===== src/rtl/exu_lsuagu_split.sv =====
// exu_lsuagu_split -- load/store address generation and bus sequencing.
//
// Computes the effective address with a private adder. It issues one aligned
// bus beat per access, or two beats when the access crosses a bus-word boundary.
// Load data from the two beats is merged through a leftover buffer. The result
// is sign- or zero-extended and returned on the write-back channel together
// with the error status.
//
// Ports
//   clk, rst_n          clock, asynchronous active-low reset
//   i_valid/i_ready     request handshake (ready only while idle)
//   i_rs1, i_imm        base and offset; address = (rs1 + imm) mod 2^ADDR_W
//   i_rs2               store data
//   i_load, i_store     operation kind (neither = no-op write-back)
//   i_size, i_usign     access size (b/h/w/d) and zero-extend select
//   i_itag              tag returned with the result
//   cmd_*               bus command channel (aligned beat address, lanes, mask)
//   rsp_*               bus response channel (read data, error)
//   o_valid/o_ready     write-back handshake
//   o_wdat, o_itag      load result (0 for stores) and tag
//   o_err, o_misalgn    bus error / misaligned trap (MISALGN_SPLIT = 0 only)
module exu_lsuagu_split #(
  parameter int XLEN          = 32,
  parameter int ADDR_W        = 16,
  parameter int ITAG_W        = 2,
  parameter int MISALGN_SPLIT = 1
) (
  input  logic              clk,
  input  logic              rst_n,
  input  logic              i_valid,
  output logic              i_ready,
  input  logic [XLEN-1:0]   i_rs1,
  input  logic [XLEN-1:0]   i_rs2,
  input  logic [XLEN-1:0]   i_imm,
  input  logic              i_load,
  input  logic              i_store,
  input  logic [1:0]        i_size,
  input  logic              i_usign,
  input  logic [ITAG_W-1:0] i_itag,
  output logic              cmd_valid,
  input  logic              cmd_ready,
  output logic [ADDR_W-1:0] cmd_addr,
  output logic              cmd_read,
  output logic [XLEN-1:0]   cmd_wdata,
  output logic [XLEN/8-1:0] cmd_wmask,
  input  logic              rsp_valid,
  output logic              rsp_ready,
  input  logic [XLEN-1:0]   rsp_rdata,
  input  logic              rsp_err,
  output logic              o_valid,
  input  logic              o_ready,
  output logic [XLEN-1:0]   o_wdat,
  output logic [ITAG_W-1:0] o_itag,
  output logic              o_err,
  output logic              o_misalgn
);

  localparam int NB   = XLEN / 8;
  localparam int OFFW = $clog2(NB);

  typedef enum logic [2:0] {IDLE, CMD1, RSP1, CMD2, RSP2, WBCK} state_e;

  state_e              state_q, state_d;
  logic [ADDR_W-1:0]   addr_q, addr_d;
  logic [XLEN-1:0]     rs2_q, rs2_d;
  logic                load_q, load_d;
  logic                usign_q, usign_d;
  logic                cross_q, cross_d;
  logic [1:0]          size_q, size_d;
  logic [ITAG_W-1:0]   itag_q, itag_d;
  logic [XLEN-1:0]     left_q, left_d;
  logic [XLEN-1:0]     wdat_q, wdat_d;
  logic                err_q, err_d;
  logic                misalgn_q, misalgn_d;

  // Keep the low 8<<sz bits of d and sign- or zero-extend them to XLEN.
  function automatic logic [XLEN-1:0] ext_fn(input logic [XLEN-1:0] d,
                                             input logic [1:0] sz,
                                             input logic us);
    int              nbits;
    logic [XLEN-1:0] keep;
    logic [XLEN-1:0] sbit;
    logic            s;
    nbits = 8 << sz;
    if (nbits >= XLEN) begin
      nbits = XLEN;
      keep  = '1;
    end else begin
      keep = (XLEN'(1) << nbits) - XLEN'(1);
    end
    sbit = XLEN'(1) << (nbits - 1);
    s    = ~us & (|(d & sbit));
    return s ? (d | ~keep) : (d & keep);
  endfunction

  // Byte enables over a two-word window: low half is beat 1, high half beat 2.
  function automatic logic [2*NB-1:0] mask_fn(input logic [1:0] sz,
                                              input logic [OFFW-1:0] off);
    logic [2*NB-1:0] bm;
    bm = ((2*NB)'(1) << (4'd1 << sz)) - (2*NB)'(1);
    return bm << off;
  endfunction

  // Accept-time address and boundary-crossing check.
  logic [ADDR_W-1:0] acc_addr;
  logic [4:0]        acc_end;
  logic              acc_cross;

  assign acc_addr  = i_rs1[ADDR_W-1:0] + i_imm[ADDR_W-1:0];
  assign acc_end   = 5'(acc_addr[OFFW-1:0]) + (5'd1 << i_size);
  assign acc_cross = acc_end > 5'(NB);

  // Lane shifts derived from the captured address offset.
  logic [OFFW-1:0]   off;
  logic [OFFW+2:0]   sh_lo;
  logic [OFFW+3:0]   sh_hi;
  logic [2*NB-1:0]   full_mask;
  logic [ADDR_W-1:0] base_addr;
  logic [XLEN-1:0]   rd_lo;
  logic [XLEN-1:0]   rd_merged;

  assign off       = addr_q[OFFW-1:0];
  assign sh_lo     = {off, 3'b000};
  assign sh_hi     = {(OFFW+1)'(NB) - {1'b0, off}, 3'b000};
  assign full_mask = mask_fn(size_q, off);
  assign base_addr = {addr_q[ADDR_W-1:OFFW], {OFFW{1'b0}}};
  assign rd_lo     = rsp_rdata >> sh_lo;
  assign rd_merged = left_q | (rsp_rdata << sh_hi);

  // State register
  always_ff @(posedge clk or negedge rst_n) begin
    if (!rst_n) state_q <= IDLE;
    else        state_q <= state_d;
  end

  // Next-state logic
  always_comb begin
    state_d = state_q;
    case (state_q)
      IDLE: if (i_valid) begin
        if (!(i_load || i_store))                    state_d = WBCK;
        else if (acc_cross && (MISALGN_SPLIT == 0))  state_d = WBCK;
        else                                         state_d = CMD1;
      end
      CMD1: if (cmd_ready) state_d = RSP1;
      // An error on beat 1 suppresses beat 2.
      RSP1: if (rsp_valid) state_d = (cross_q && !rsp_err) ? CMD2 : WBCK;
      CMD2: if (cmd_ready) state_d = RSP2;
      RSP2: if (rsp_valid) state_d = WBCK;
      WBCK: if (o_ready)   state_d = IDLE;
      default:             state_d = IDLE;
    endcase
  end

  // Outputs: purely from state and registers, so they hold under backpressure.
  always_comb begin
    i_ready   = 1'b0;
    cmd_valid = 1'b0;
    cmd_addr  = '0;
    cmd_read  = 1'b0;
    cmd_wdata = '0;
    cmd_wmask = '0;
    rsp_ready = 1'b0;
    o_valid   = 1'b0;
    o_wdat    = '0;
    o_itag    = '0;
    o_err     = 1'b0;
    o_misalgn = 1'b0;
    case (state_q)
      IDLE: i_ready = 1'b1;
      CMD1: begin
        cmd_valid = 1'b1;
        cmd_addr  = base_addr;
        cmd_read  = load_q;
        cmd_wdata = rs2_q << sh_lo;
        cmd_wmask = full_mask[NB-1:0];
      end
      CMD2: begin
        cmd_valid = 1'b1;
        cmd_addr  = base_addr + ADDR_W'(NB);
        cmd_read  = load_q;
        cmd_wdata = rs2_q >> sh_hi;
        cmd_wmask = full_mask[2*NB-1:NB];
      end
      RSP1, RSP2: rsp_ready = 1'b1;
      WBCK: begin
        o_valid   = 1'b1;
        o_wdat    = wdat_q;
        o_itag    = itag_q;
        o_err     = err_q;
        o_misalgn = misalgn_q;
      end
      default: ;
    endcase
  end

  // Datapath next-state
  always_comb begin
    addr_d    = addr_q;
    rs2_d     = rs2_q;
    load_d    = load_q;
    usign_d   = usign_q;
    cross_d   = cross_q;
    size_d    = size_q;
    itag_d    = itag_q;
    left_d    = left_q;
    wdat_d    = wdat_q;
    err_d     = err_q;
    misalgn_d = misalgn_q;
    case (state_q)
      IDLE: if (i_valid) begin
        addr_d    = acc_addr;
        rs2_d     = i_rs2;
        load_d    = i_load;
        usign_d   = i_usign;
        cross_d   = acc_cross;
        size_d    = i_size;
        itag_d    = i_itag;
        left_d    = '0;
        wdat_d    = '0;
        err_d     = 1'b0;
        misalgn_d = (i_load || i_store) && acc_cross && (MISALGN_SPLIT == 0);
      end
      RSP1: if (rsp_valid) begin
        left_d = rd_lo;
        err_d  = rsp_err;
        // Single-beat (or aborted) access: result is final after beat 1.
        if (!(cross_q && !rsp_err))
          wdat_d = load_q ? ext_fn(rd_lo, size_q, usign_q) : '0;
      end
      RSP2: if (rsp_valid) begin
        err_d  = err_q | rsp_err;
        wdat_d = load_q ? ext_fn(rd_merged, size_q, usign_q) : '0;
      end
      WBCK: if (o_ready) begin
        err_d     = 1'b0;
        misalgn_d = 1'b0;
        wdat_d    = '0;
      end
      default: ;
    endcase
  end

  // Datapath registers
  always_ff @(posedge clk or negedge rst_n) begin
    if (!rst_n) begin
      addr_q    <= '0;
      rs2_q     <= '0;
      load_q    <= 1'b0;
      usign_q   <= 1'b0;
      cross_q   <= 1'b0;
      size_q    <= '0;
      itag_q    <= '0;
      left_q    <= '0;
      wdat_q    <= '0;
      err_q     <= 1'b0;
      misalgn_q <= 1'b0;
    end else begin
      addr_q    <= addr_d;
      rs2_q     <= rs2_d;
      load_q    <= load_d;
      usign_q   <= usign_d;
      cross_q   <= cross_d;
      size_q    <= size_d;
      itag_q    <= itag_d;
      left_q    <= left_d;
      wdat_q    <= wdat_d;
      err_q     <= err_d;
      misalgn_q <= misalgn_d;
    end
  end

endmodule


===== config.mk =====
export PLATFORM = sky130hd
export DESIGN_NAME = exu_lsuagu_split
export DESIGN_NICKNAME = d
export VERILOG_FILES = /design/src/rtl/exu_lsuagu_split.sv
export SDC_FILE = /design/constraint.sdc
export NUM_CORES = 1
export LEC_CHECK = 0
export ABC_CLOCK_PERIOD_IN_PS = 4900
export CAP_MARGIN = 40
export CORE_ASPECT_RATIO = 1.4
export CORE_MARGIN = 3
export CORE_UTILIZATION = 51
export DETAILED_ROUTE_END_ITERATION = 16
export PLACE_DENSITY_LB_ADDON = 0.1
export SETUP_SLACK_MARGIN = 0.5
export SYNTH_ARGS = -nofsm -noshare
export SYNTH_HDL_FRONTEND = slang
export SYNTH_SLANG_ARGS = --single-unit

===== constraint.sdc =====
create_clock -name clk -period 4.9 [get_ports clk]
set_input_delay 1.225 -clock clk [delete_from_list [all_inputs] [get_ports clk]]
set_output_delay 1.225 -clock clk [all_outputs]
set_load 0.05 [all_outputs]

* After elaboration in Yosys (flattened, before gate mapping)
Index checks and enable logic that the tools add are counted.
** Operators by class
- Bitwise logic cells :: 13
- Add/sub/neg operators :: 8
- Reduce and logical (&&, ||, !) cells :: 17
- Multiplexer cells :: 51
- Eq/ne operators :: 12
- Order comparisons :: 2
- Shift operators :: 12
** Operators with widths (number)
- $mux W32 :: 23
- $and A32 B32 Y32 :: 4
- $pmux W32 S2 :: 2
- $pmux W32 S4 :: 1
- $or A32 B32 Y32 :: 3
- $shl A1 B32 Y32 const A :: 3
- $sub A32 B2 Y32 const B :: 3
- $not A32 Y32 :: 2
- $reduce_or A32 Y1 :: 2
- $ge A32 B7 Y1 const B :: 1
- $pmux W16 S2 :: 1
- $shl A32 B5 Y32 :: 1
- $shl A32 B6 Y32 :: 1
- $shl A4 B2 Y32 const A :: 1
- $shr A32 B5 Y32 :: 1
- $shr A32 B6 Y32 :: 1
- $mux W3 :: 8
- $pmux W3 S6 :: 1
- $add A16 B16 Y16 :: 1
- $add A16 B3 Y16 const B :: 1
- $ne A2 B2 Y1 const B :: 7
- $reduce_and A6 Y1 :: 2
- $mux W1 :: 11
- $pmux W4 S2 :: 1
- 27 further kinds :: 33
** Word-level totals
- Logic and storage cells :: 127
- Flip-flop bits (word level) :: 124
- Output and inout port bits :: 93
- Bits of input ports :: 142

* Depth between registers and ports, before layout
- Depth after elaboration :: 16
- Depth in mapped cells :: 13
- Mapped depth without buffers :: 9

* Worst setup path before layout
Ideal clock, no wire load.
- Path kind :: reg2out
- Start :: reg addr_q[0]
- End :: out cmd_wdata[3]
- Path slack :: 0.114 ns
- Cell stages (with the launch flop) :: 13
- Data arrival time :: 3.561 ns
- Buffers on the path :: 6
- Required time :: 3.675 ns
- Cell sequence :: dfrtp_1 -> buf_2 -> buf_2 -> inv_2 -> clkbuf_1 -> ha_1 -> clkbuf_1 -> clkbuf_1 -> buf_1 -> mux2i_1 -> nor2_1 -> a21oi_1 -> o21ai_0
** On the way
- Word-level cells in the longest chain between the ends :: 3
- Elaborated cells between the ends (all ways) :: 4
- Those cells by class :: 1 x add/sub; 2 x shift; 1 x mux
** Ends and longest elaborated chain
- start: declaration :: line 64 : logic [ADDR_W-1:0] addr_q, addr_d;
- start signal: assignment :: line 259 : addr_q <= addr_d;
- $sub A3 B2 Y3 :: line 124 : assign sh_hi = {(OFFW+1)'(NB) - {1'b0, off}, 3'b000};
- $shr A32 B6 Y32 :: line 182 : cmd_wdata = rs2_q >> sh_hi;
- $pmux W32 S2 * :: line 169 : case (state_q)
- end: declaration :: line 44 : output logic [XLEN-1:0] cmd_wdata,
Every way passes the cells marked *; elsewhere a longest branch is shown, timed or not.

* Worst setup path in the final report
- Start :: reg addr_q[0]
- End :: out cmd_wdata[24]
The elaborated chain is that of the path after synthesis.

==> reports/qor.tcl <==
set qor(remaining_drcs) 0
set qor(postLayoutSetupSlackWorst_ns) 0.643
set qor(timing.setup.critical_path_class) {register to output pin}
set qor(relSlewSlack) 0.405
set qor(cp_max_fo) 17
set qor(power_per_cell_area_nw_per_um2) 683
set qor(critical_path.top_delay_family) {buffers and inverters}
set qor(die-height_um) 165
set qor(firstDrtPassIters) 6
set qor(critical_path_arrival_ns) 3.03
set qor(timing.critical_path.from_type) {register}
set qor(clk_pin_slew_worst_paths_ns) 0.06
set qor(hold_violations) 0
set qor(outcome) {complete, no violations}
set qor(layout.cells.most_common_list) {nand2_1, clkdlybuf4s50_1, dfrtp_1}
set qor(drt-total-wl_um) 29400
set qor(clock_tree_from_tritoncts) {yes}
set qor(synth-async-reset-ratio) 1.00
set qor(layout.cells.most_common) {nand2_1}
set qor(hold_class) {register to register}
set qor(numPlacedInstances) 1522
set qor(cts_num_sinks) 123
set qor(post_drt_wl_per_cell_um) 18.9
set qor(dr.first_iter.drc_count) 919
set qor(grt_setup_unrepaired) {false}
set qor(flow.area_growth_from_synthesis_pct) 33.3
set qor(htree_levels) 4
set qor(global_route_wire_length_before_repair_um) 46400
set qor(timing.setup.tns_ns) 0
set qor(max_cap_viol_count) 0
set qor(clock-root-buffer) {clkbuf_16}
set qor(max_slew.worst_pin.slew_ns) 0.870
set qor(cp.buffers_inverters) 4
set qor(synth_enable_flop_cells) 0
set qor(core.rowCount) 57
set qor(cpPeakStageDelay_ns) 0.48
set qor(final_layout_size_suffix_gt1_frac) 0.110
set qor(dp_worst_setup_slack_ns) 0.838
set qor(core_ar_um2) 17600
set qor(vdd_drop_max_uv) 448
set qor(route.vias.total) 9439
set qor(dp_hpwl_um) 20800
set qor(finalNetCount) 1472
set qor(synth_seq_area_share) 0.332
set qor(setup.worst_path.end_class) {output pin}
set qor(postSynthAreaPerCell_um2) 8.08
set qor(path_cells) {inv_2, ha_1, inv_1, nand3_1, buf_4, or2_4, a21oi_1, o21bai_1, buf_12}
set qor(worst_skew_pair.late_latency_ns) 0.43
set qor(route.detailed.vias_per_inst) 6.07
set qor(netlist_instances) 1147
set qor(post-route-min-period_ns) 4.26
set qor(gpl.final_weighted_congestion) 0.925
set qor(die_width_um) 120
set qor(ys.flop_type) {dfrtp_1}
set qor(first_global_vias) 9075
set qor(antennaDiodeCount) 0
set qor(floorplan.io_pins) 235
set qor(postCtsHoldBufs) 0
set qor(numCtsBuffers) 17
set qor(grt_max_degree) 73
set qor(fp.dieArea_um2) 19800
set qor(placement.io_buffers) 199
set qor(initial_utilization) 0.526
set qor(synth.cell_area_um2) 9270
set qor(critical_path.slowest_cell) {dfrtp_4}
set qor(fin_skew_ns) 0.0104
set qor(grt.total_usage) 0.292
set qor(worst-endpoint-required_ns) 3.67
set qor(synth_warnings) 0
set qor(post_synth_num_cell_types) 75
set qor(leakage_uw) 0.00540
set qor(timing.final.max_slew_violations) 0
set qor(antenna_nets_post_route) 0
set qor(finish.cell_count_without_fillers) 1554
set qor(finalHoldWorstSlack_ns) 0.476
set qor(yosys_register_bits) 123
set qor(clock.fmax_mhz) 235
set qor(timing.final.setup_violations) 0
set qor(postLayoutCellArea_um2) 12400
set qor(grt_overflow) 0
set qor(min_period_over_period) 0.869
set qor(post_dp_cell_area_um2) 11700
set qor(antenna_found_initial) 0
set qor(clockBufferDepth) 2
final timing paths:
check,slack [ns],depth (start not counted),start,end
min reg2reg,0.48,2,itag_q[0],itag_q[0]
min,0.48,2,itag_q[0],itag_q[0]
max in group asynchronous,3.19,2,rst_n,rs2_q[5]
min in group asynchronous,0.85,1,rst_n,wdat_q[5]
max,0.64,9,addr_q[0],cmd_wdata[24]
max reg2reg,1.68,8,addr_q[0],wdat_q[20]
through the flow:
step	utilization	power, uW
after floorplan	-	5310
after global placement	0.662	6830
after detailed placement	0.663	6930
after CTS	0.701	8410
after global routing	0.701	8950
final	0.701	8430
registers in the layout (all words and copies together) (netlist names):
register,cells
load_q,1
addr_q,16
cross_q,1
err_q,1
size_q,2
left_q,32
wdat_q,32
state_q,3
itag_q,2
usign_q,1
rs2_q,32
final cells by class:
class | instances | area (um2)
well taps | 236 | 295
clock inverters | 14 | 244
fillers | 1500 | 5270
flip-flops and latches | 123 | 3080
clock buffers | 18 | 429
inverters | 22 | 82.6
multi-input cells | 915 | 5820
repair buffers | 226 | 2400
worst register-to-register path: stages, from the launching register on:
cell and delay [ns]:
dfrtp_4 0.48, inv_2 0.27, ha_1 0.45, nor2b_1 0.22, a221o_1 0.38, a22oi_1 0.21, a21oi_2 0.17, o21ai_2 0.65
o221ai_1 0.22
logic make-up after synthesis:
kind of cell,after synthesis,share of synthesized area
adder cells (fa/ha/maj),25,0.0354
multiplexers,77,0.0936
other,1,0.000405
XOR/XNOR,24,0.0227
AND/OR/NAND/NOR,451,0.221
AO/OA/AOI/OAI,335,0.245
buffers and inverters,111,0.0494
flip-flops,123,0.332
power breakdown:
group / internal, uW / switching, uW / leakage [uW]
clock network: 957 / 493 / 0.000321
registers: 1390 / 380 / 0.00162
logic: 1930 / 3280 / 0.00346
total: 4280 / 4150 / 0.00540
what timing repair did:
action                                  CTS  global route
endpoints found under the hold margin     0             0
gates resized for setup                   4             5
setup buffers                             0             0
endpoints found under the setup margin   15            10
Yosys cell counts, types with 4 or more instances:
| cell | instances | area [um2] |
|---|---|---|
| and3_1 | 39 | 244 |
| nor2_1 | 86 | 323 |
| xnor2_1 | 11 | 96.3 |
| mux4_2 | 7 | 158 |
| clkbuf_1 | 61 | 229 |
| nor2b_1 | 23 | 144 |
| o21bai_1 | 9 | 67.6 |
| inv_1 | 20 | 75.1 |
| o22a_1 | 6 | 52.6 |
| a211oi_1 | 12 | 90.1 |
| o211ai_1 | 14 | 105 |
| nor3_1 | 15 | 75.1 |
| nand4_1 | 10 | 62.6 |
| a21o_1 | 17 | 128 |
| buf_2 | 15 | 75.1 |
| a22o_1 | 21 | 184 |
| mux2i_1 | 63 | 631 |
| mux2_2 | 4 | 45.0 |
| o221ai_2 | 8 | 120 |
| a21oi_1 | 100 | 500 |
| nand3_1 | 29 | 145 |
| o21ai_0 | 45 | 225 |
| dfrtp_1 | 123 | 3080 |
| o21ai_1 | 20 | 100 |
| o221ai_1 | 4 | 35.0 |
| and2_1 | 5 | 31.3 |
| ha_1 | 23 | 288 |
| buf_4 | 4 | 30.0 |
| or2_1 | 4 | 25.0 |
| nand2_1 | 211 | 792 |
| nand2b_1 | 10 | 62.6 |
| xor2_1 | 13 | 114 |
| buf_1 | 8 | 30.0 |
| a2111oi_0 | 6 | 52.6 |
| a21bo_1 | 7 | 70.1 |
| a31oi_1 | 9 | 56.3 |
| o22ai_1 | 19 | 119 |
routing by layer:
metal / track usage / up-vias / wire length (um)
li1: - / 4438 / -
met1: 0.351 / 4474 / 11500
met2: 0.495 / 428 / 14500
met3: 0.0675 / 99 / 2070
met4: 0.142 / 0 / 1300
met5: 0 / - / 0
No activity file was read; power rests on OpenSTA's default activity.
